[src/rtl/gem_cluster_sequencer.sv]
// GEM cluster sequencer: captures NCLUST raw clusters per BX and presents the
// valid ones one per clock, lowest slot first, decoded into roll/pad/size.
// Clusters still pending when a new load arrives are dropped and counted.
module gem_cluster_sequencer #(
  parameter int NCLUST   = 8,
  parameter int NPADS    = 192,
  parameter int DROPBITS = 8
) (
  input  logic                  clock,
  input  logic                  reset_n,
  input  logic [NCLUST*14-1:0]  clusters_in,
  input  logic                  clusters_load,
  output logic [13:0]           cluster0,
  output logic                  cluster0_vpf,
  output logic [2:0]            cluster0_roll,
  output logic [7:0]            cluster0_pad,
  output logic [2:0]            cluster0_size,
  output logic [2:0]            cluster0_index,
  output logic                  cluster0_last,
  output logic                  busy,
  output logic [3:0]            nclusters,
  output logic [DROPBITS-1:0]   dropped_cnt
);

  localparam int unsigned ADDR_LIMIT = 8 * NPADS;

  typedef enum logic {IDLE, SCAN} state_t;

  state_t              state_q, state_d;
  logic [NCLUST-1:0]   mask_q, mask_d;
  logic [13:0]         words_q [NCLUST];
  logic [13:0]         words_d [NCLUST];
  logic [13:0]         cluster0_q, cluster0_d;
  logic                vpf_q, vpf_d;
  logic [2:0]          roll_q, roll_d;
  logic [7:0]          pad_q, pad_d;
  logic [2:0]          size_q, size_d;
  logic [2:0]          index_q, index_d;
  logic                last_q, last_d;
  logic [3:0]          nclusters_q, nclusters_d;
  logic [DROPBITS-1:0] dropped_q, dropped_d;

  // Combinational helpers
  logic [NCLUST-1:0]   new_mask;
  logic [NCLUST-1:0]   rem_mask;
  logic [2:0]          sel;
  logic                sel_found;
  logic                emit;
  logic [13:0]         sel_word;
  logic [11:0]         sel_addr;
  logic [11:0]         roll_base;
  logic [2:0]          roll_v;
  logic [11:0]         pad_full;
  logic [3:0]          new_count;
  logic [3:0]          rem_count;
  logic [DROPBITS+3:0] drop_sum;

  // Slot validity of the incoming bus and its population count
  always_comb begin
    new_mask  = '0;
    new_count = '0;
    for (int unsigned i = 0; i < NCLUST; i++) begin
      new_mask[i] = ({1'b0, clusters_in[14*i +: 11]} < 12'(ADDR_LIMIT));
      new_count   = new_count + {3'b000, new_mask[i]};
    end
  end

  // Lowest pending slot, the mask left after taking it, and its roll/pad decode
  always_comb begin
    sel       = '0;
    sel_found = 1'b0;
    for (int unsigned i = 0; i < NCLUST; i++) begin
      if (!sel_found && mask_q[i]) begin
        sel       = 3'(i);
        sel_found = 1'b1;
      end
    end
    // Clearing the lowest set bit is exactly the selected slot
    rem_mask  = mask_q & (mask_q - 1'b1);
    rem_count = '0;
    for (int unsigned i = 0; i < NCLUST; i++) begin
      rem_count = rem_count + {3'b000, rem_mask[i]};
    end
    emit      = (state_q == SCAN) && (mask_q != '0);
    sel_word  = words_q[sel];
    sel_addr  = {1'b0, sel_word[10:0]};
    roll_v    = '0;
    roll_base = '0;
    // Roll by threshold compare; pad by subtracting the matched threshold
    for (int unsigned t = 1; t < 8; t++) begin
      if (sel_addr >= 12'(t * NPADS)) begin
        roll_v    = 3'(t);
        roll_base = 12'(t * NPADS);
      end
    end
    pad_full = sel_addr - roll_base;
  end

  // Next-state, capture, emission and drop accounting
  always_comb begin
    state_d     = state_q;
    mask_d      = mask_q;
    words_d     = words_q;
    cluster0_d  = cluster0_q;
    vpf_d       = 1'b0;
    roll_d      = roll_q;
    pad_d       = pad_q;
    size_d      = size_q;
    index_d     = index_q;
    last_d      = 1'b0;
    nclusters_d = nclusters_q;
    dropped_d   = dropped_q;
    drop_sum    = '0;

    if (emit) begin
      cluster0_d = sel_word;
      vpf_d      = 1'b1;
      roll_d     = roll_v;
      pad_d      = pad_full[7:0];
      size_d     = sel_word[13:11];
      index_d    = sel;
      // A reload ends the current load, so this emission is its last
      last_d     = (rem_mask == '0) || clusters_load;
      mask_d     = rem_mask;
      state_d    = (rem_mask != '0) ? SCAN : IDLE;
    end

    if (clusters_load) begin
      for (int unsigned i = 0; i < NCLUST; i++) begin
        words_d[i] = clusters_in[14*i +: 14];
      end
      mask_d      = new_mask;
      nclusters_d = new_count;
      state_d     = (new_mask != '0) ? SCAN : IDLE;
      if (emit) begin
        drop_sum  = {4'b0000, dropped_q} + {{DROPBITS{1'b0}}, rem_count};
        dropped_d = (drop_sum[DROPBITS+3:DROPBITS] != '0) ? '1 : drop_sum[DROPBITS-1:0];
      end
    end
  end

  // State and output registers
  always_ff @(posedge clock or negedge reset_n) begin
    if (!reset_n) begin
      state_q     <= IDLE;
      mask_q      <= '0;
      for (int unsigned i = 0; i < NCLUST; i++) words_q[i] <= '0;
      cluster0_q  <= '0;
      vpf_q       <= 1'b0;
      roll_q      <= '0;
      pad_q       <= '0;
      size_q      <= '0;
      index_q     <= '0;
      last_q      <= 1'b0;
      nclusters_q <= '0;
      dropped_q   <= '0;
    end else begin
      state_q     <= state_d;
      mask_q      <= mask_d;
      words_q     <= words_d;
      cluster0_q  <= cluster0_d;
      vpf_q       <= vpf_d;
      roll_q      <= roll_d;
      pad_q       <= pad_d;
      size_q      <= size_d;
      index_q     <= index_d;
      last_q      <= last_d;
      nclusters_q <= nclusters_d;
      dropped_q   <= dropped_d;
    end
  end

  assign cluster0       = cluster0_q;
  assign cluster0_vpf   = vpf_q;
  assign cluster0_roll  = roll_q;
  assign cluster0_pad   = pad_q;
  assign cluster0_size  = size_q;
  assign cluster0_index = index_q;
  assign cluster0_last  = last_q;
  assign busy           = (state_q == SCAN);
  assign nclusters      = nclusters_q;
  assign dropped_cnt    = dropped_q;

endmodule

[config.mk]
export PLATFORM = sky130hd
export DESIGN_NAME = gem_cluster_sequencer
export DESIGN_NICKNAME = d
export VERILOG_FILES = /design/src/rtl/gem_cluster_sequencer.sv
export SDC_FILE = /design/constraint.sdc
export NUM_CORES = 1
export LEC_CHECK = 0
export CAP_MARGIN = 5
export CORE_ASPECT_RATIO = 0.75
export CORE_MARGIN = 4
export CORE_UTILIZATION = 45
export CTS_CLUSTER_SIZE = 28
export DETAILED_ROUTE_END_ITERATION = 8
export PLACE_DENSITY_LB_ADDON = 0.05
export SLEW_MARGIN = 20
export SYNTH_ARGS = -nofsm -noshare
export SYNTH_HDL_FRONTEND = slang
export SYNTH_SLANG_ARGS = --single-unit
[constraint.sdc]
create_clock -name clock -period 6.8 [get_ports clock]
set_input_delay 1.36 -clock clock [delete_from_list [all_inputs] [get_ports clock]]
set_output_delay 1.36 -clock clock [all_outputs]
set_load 0.05 [all_outputs]
# After elaboration in Yosys (flattened, before gate mapping)
# Cells that the tools add are included.
dict set report word_totals {
  regBits 166
  in_bits 115
  output_inout_bits 46
  wordCells 117
}
dict set report classes {
  add_sub_neg 17
  magnitude_cmp 16
  n_mux 40
  bitwise_logic 2
  n_reduce_logical 23
}
# operator n
set ops {}
lappend ops {{11-bit less-than comparator, second input constant} 8}
lappend ops {{8-bit 2-to-1 mux} 10}
lappend ops {{14-bit binary-select mux with 3-bit select} 1}
lappend ops {{3-bit 2-to-1 mux} 12}
lappend ops {{11-bit by 10-bit >= comparator with 1-bit output, second input constant} 3}
lappend ops {{4-bit by 1-bit adder with 4-bit output} 8}
lappend ops {{14-bit 2-to-1 mux} 2}
lappend ops {{8-bit nonzero test} 3}
lappend ops {{11-bit >= comparator, second input constant} 2}
lappend ops {{1-bit 2-to-1 mux} 15}
lappend ops {{11-bit by 8-bit >= comparator with 1-bit output, second input constant} 1}
lappend ops {{11-bit by 9-bit >= comparator with 1-bit output, second input constant} 1}
lappend ops {{8-bit by 4-bit adder with 9-bit output} 1}
lappend ops {{3-bit by 1-bit adder with 4-bit output} 2}
lappend ops {{8-bit bitwise AND} 1}
lappend ops {{1-bit logical AND} 8}
lappend ops {{8-bit zero test} 1}
lappend ops {{8-bit by 1-bit subtractor with 8-bit output, second input constant} 1}
lappend ops {{8-bit subtractor} 1}
lappend ops {{1-bit zero test} 7}
lappend ops {{2-bit by 1-bit adder with 3-bit output} 2}
lappend ops {{1-bit by 1-bit adder with 2-bit output} 2}
lappend ops {{4-bit >= comparator, second input constant} 1}
lappend ops {{3-bit inverter with 4-bit output} 1}
lappend ops {{4 further kinds} 4}

# Logic depth before layout (Yosys ltp)
dict set report logic_depth {
  ltp_word 35
  depth_mapped 16
  depth_no_buf 14
}

# Least setup slack after synthesis
# No wires, ideal clock.
dict set report synth_path {
  path_kind {register to register}
  startpoint {register mask_q[1]}
  endpoint {register dropped_q[2] (netlist: dropped_cnt[2])}
  setup_ps 138
  arrival_time_ps 4366
  t_required_ps 6662
  setup_slack_ps 2297
  stages_incl_launch_ff 17
  n_path_buf 2
  period_less_slack_ps 4503
  cell_sequence {dfrtp_1 buf_2 or3_4 or4_1 buf_2 o21ai_0 fa_1 fa_1 inv_1 fa_1 fa_1 a21o_1 a21oi_1 nor2_1 and2_1 nand4_1 o211ai_1}
}
dict set report synth_via {
  elab_chain_len 12
  elab_cells_between_ends 15
  cone_classes {add/sub: 9; mux: 1; bitwise: 1; reduce/logical: 4}
}
# element line
set synth_lines {}
lappend synth_lines {{start: declaration} 30} ;# logic [NCLUST-1:0] mask_q, mask_d;
lappend synth_lines {{start signal: assignment} 159} ;# mask_q <= mask_d;
lappend synth_lines {{8-bit by 1-bit subtractor with 8-bit output} 79} ;# rem_mask = mask_q & (mask_q - 1'b1);
lappend synth_lines {{8-bit bitwise AND} 79}
lappend synth_lines {{1-bit by 1-bit adder with 2-bit output} 82} ;# rem_count = rem_count + {3'b000, rem_mask[i]};
lappend synth_lines {{2-bit by 1-bit adder with 3-bit output} 82}
lappend synth_lines {{3-bit by 1-bit adder with 4-bit output} 82}
lappend synth_lines {{4-bit by 1-bit adder with 4-bit output (4 in series)} 82}
lappend synth_lines {{8-bit by 4-bit adder with 9-bit output} 136} ;# drop_sum = {4'b0000, dropped_q} + {{DROPBITS{1'b0}}, rem_count};
lappend synth_lines {{4-bit nonzero test} 137} ;# dropped_d = (drop_sum[DROPBITS+3:DROPBITS] != '0) ? '1 : drop_sum[DROPBITS-1:0];
lappend synth_lines {{8-bit 2-to-1 mux} 137}
lappend synth_lines {{end signal: assignment} 169} ;# dropped_q <= dropped_d;
lappend synth_lines {{end: declaration} 41} ;# logic [DROPBITS-1:0] dropped_q, dropped_d;
# Parallel ways exist; a longest one is shown, timed or not.
# A chain may end at the register's enable or synchronous reset.

# Worst setup path in the final report
# Ends and elaborated chain as after synthesis.

==> flow_metrics.tcl <==
set metrics [dict create \
    initial_utilization_pct 45.96 \
    relSlewSlack_pct 36.05 \
    arrival_ns 5.17 \
    reg2regPathDepth 14 \
    netlist_area_um2 7756 \
    grt_pass1_vias 5844 \
    hold_violations 0 \
    core_um2 16880 \
    crit_fanout 10 \
    diodes 0 \
    rrSetupSlack_ns 1.92 \
    clock-skew-final_ns 0.009585 \
    firstDrtPassIters 5 \
    overflow 0 \
    grt_util_all_layers_pct 20.47 \
    syn_avg_cell_area_um2 11.56 \
    cts_max_level 4 \
    nets 938 \
    fp.dieW_um 159.6 \
    vias 5667 \
    grt_max_degree 87 \
    required_ns 7.09 \
    clkTransAtPathRegs_ns 0.07 \
    io_pins 161 \
    rr_startpoint "mask_q[1]$_DFFE_PN0P_" \
    timing.rr.end "dropped_cnt[2]$_DFFE_PN0P_" \
    drt_wl_total_um 19200 \
    setup_violations 0 \
    async_reset_ff_share_pct 100.0 \
    num_rows 41 \
    slew_violations 0 \
    drv_cap 0 \
    drtIter0Drc 252 \
    synth_commonest_cells "dfrtp_1 (157), mux2_2 (118), nand2_1 (95)" \
    clock.fmax_mhz 204.8 \
    synth_top_area_share_pct 50.65 \
    ys_types 54 \
    synth_xor_area_share_pct 0.5646 \
    num-fill-cells 1421 \
    worst_ir_drop_vdd_mv 0.1434 \
    post-route-util_pct 59.70 \
    synthTopCellsByArea "dfrtp_1 (51%), mux2_2 (17%), nand2_1 (4.6%), mux2i_1 (4.0%), fa_1 (2.1%)" \
    cp-startpoint "mask_q[1]$_DFFE_PN0P_" \
    dieArea_um2 19420 \
    cts_inserted_buffers 17 \
    port_buffers 160 \
    ys_seq_area_share_pct 50.65 \
    synth-simple-area-share_pct 9.243 \
    synth_top_family_by_area "multiplexers" \
    synthMuxAreaShare_pct 21.49 \
    period_needed_ns 4.882 \
    synth-main-ff-cell "dfrtp_1" \
    hold_path_depth 2 \
    ys_seq_elements 157 \
    power.density_nw_per_um2 329.6 \
    cts_hold_buf 0 \
    cp-start-kind "register" \
    vias_per_cell 5.497 \
    antenna_found_initial 1 \
    worstMarginPinSlew_ns 0.9593 \
    finalCritPeriodShare_pct 71.80 \
    place_congestion 0.8549 \
    synth_area_leader_cell "dfrtp_1" \
    post_drt_wl_per_cell_um 18.62 \
    clock_latency_ns 0.42 \
    clk_path_buf_depth 2 \
    area_growth_pct 29.91 \
    whs_endpoint "cluster0_index[0]$_DFFE_PN0P_" \
    fin_tns_setup_ns 0 \
    drcViolationCount 0 \
    worstSetupPathType "reg -> reg" \
    cts_setup_buffers 0 \
    synth.most_common_cell "dfrtp_1" \
    cts_tree "yes" \
    synth_cells 671 \
    cts.sinks 157 \
    final_layout_size_suffix_gt1_share_pct 20.22 \
    hold_class "reg -> reg" \
    synth_edf_count 0 \
    hpwlAfterDp_um 13490 \
    p_leak_nw 4.131 \
    cts-resized-gates 0 \
    clockRootBuffer "clkbuf_16" \
    yosys.area_share.adder_pct 4.259 \
    final_antenna_net_count 0 \
    outcome "completed" \
    crit_path_end_kind "register" \
    grt_setup_unrepaired "no" \
    grt_pass1_wl_um 31220 \
    worstHoldStart "cluster0_index[0]$_DFFE_PN0P_" \
    syn_nets 806 \
    die_h_um 121.7 \
    synth_compound_area_share_pct 9.824 \
    synth_warnings 0 \
]
metrics by stage:
stage | setup WS [ns] | instances | hold WS (ns) | instance area (µm²) | power (W)
after floorplan | 2.297 | 671 | 0.4721 | 7756 | 0.001975
after global placement | 2.068 | 998 | 0.4612 | 9438 | 0.002330
after detailed placement | 1.921 | 998 | 0.4725 | 9438 | 0.002367
after CTS | 1.887 | 1030 | 0.4860 | 10050 | 0.003354
after global routing | 1.619 | 1031 | 0.5053 | 10080 | 0.003504
final | 1.918 | 1031 | 0.4793 | 10080 | 0.003321
sequential cells by signal, summed over array words and instances (netlist names):
name            count
cluster0           14
busy                1
dropped_cnt         8
cluster0_last       1
cluster0_pad        2
nclusters           4
words_q           112
mask_q              8
cluster0_roll       3
cluster0_vpf        1
cluster0_index      3
cell families after synthesis:
group	count (synthesis)
AND/OR/NAND/NOR	159
flip-flops	157
AO/OA/AOI/OAI	112
adder cells (fa/ha/maj)	22
XOR/XNOR	5
buffers and inverters	65
multiplexers	151
per-layer routing:
layer	wire (µm)	global-route usage, %
met5	12	0
met4	187	5.420
met3	1342	6.730
met2	8660	30.82
met1	8995	28.75
power breakdown:
part | total, W | internal, W | switching, W
Sequential | 0.00118 | 0.00108 | 0.000107
Clock | 0.000978 | 0.000591 | 0.000386
Combinational | 0.00116 | 0.000471 | 0.000689
how the worst max path moves through the flow:
| stage | end | slack [ns] | cells past startpoint |
|---|---|---|---|
| after floorplan | dropped_cnt[2]$_DFFE_PN0P_ | 2.30 | 16 |
| after global placement | dropped_cnt[2]$_DFFE_PN0P_ | 2.07 | 14 |
| after detailed placement | dropped_cnt[2]$_DFFE_PN0P_ | 1.92 | 14 |
| after CTS | dropped_cnt[2]$_DFFE_PN0P_ | 1.89 | 14 |
| after global routing | dropped_cnt[2]$_DFFE_PN0P_ | 1.62 | 14 |
| final | dropped_cnt[2]$_DFFE_PN0P_ | 1.92 | 14 |
area by class of cell:
type / count / area (µm²) / area share (%)
clock buffer: 20 / 446.7 / 4.433
inverter: 11 / 41.29 / 0.4098
timing repair buffer: 167 / 1673 / 16.60
clock inverter: 12 / 163.9 / 1.627
tap: 215 / 269.0 / 2.670
multi-input combinational: 449 / 3553 / 35.27
sequential: 157 / 3929 / 38.99
layout by cell type, fill, tap and decap left out, types with 4 or more instances in the layout:
cell type,n
a31oi_1,12
buf_4,7
o21ai_0,28
dfrtp_1,157
a211oi_1,19
inv_1,11
a21oi_1,15
and2_1,21
mux2_2,118
clkdlybuf4s50_1,158
fa_1,8
nand2_1,95
clkbuf_16,17
nor2_1,17
mux2i_1,31
nand3_1,8
ha_1,12
a311oi_1,9
clkinv_4,4
critical path: stages, from the launching register on:
cell,delay (ns)
dfrtp_1,0.50
or3_4,0.47
or4_1,0.61
o21ai_0,0.29
fa_1,0.48
fa_1,0.54
inv_1,0.05
fa_1,0.45
fa_1,0.42
a21o_1,0.19
a21oi_1,0.14
nor2_1,0.07
and2_1,0.22
nand4_1,0.19
o211ai_1,0.12
(Power assumes the default switching activity.)
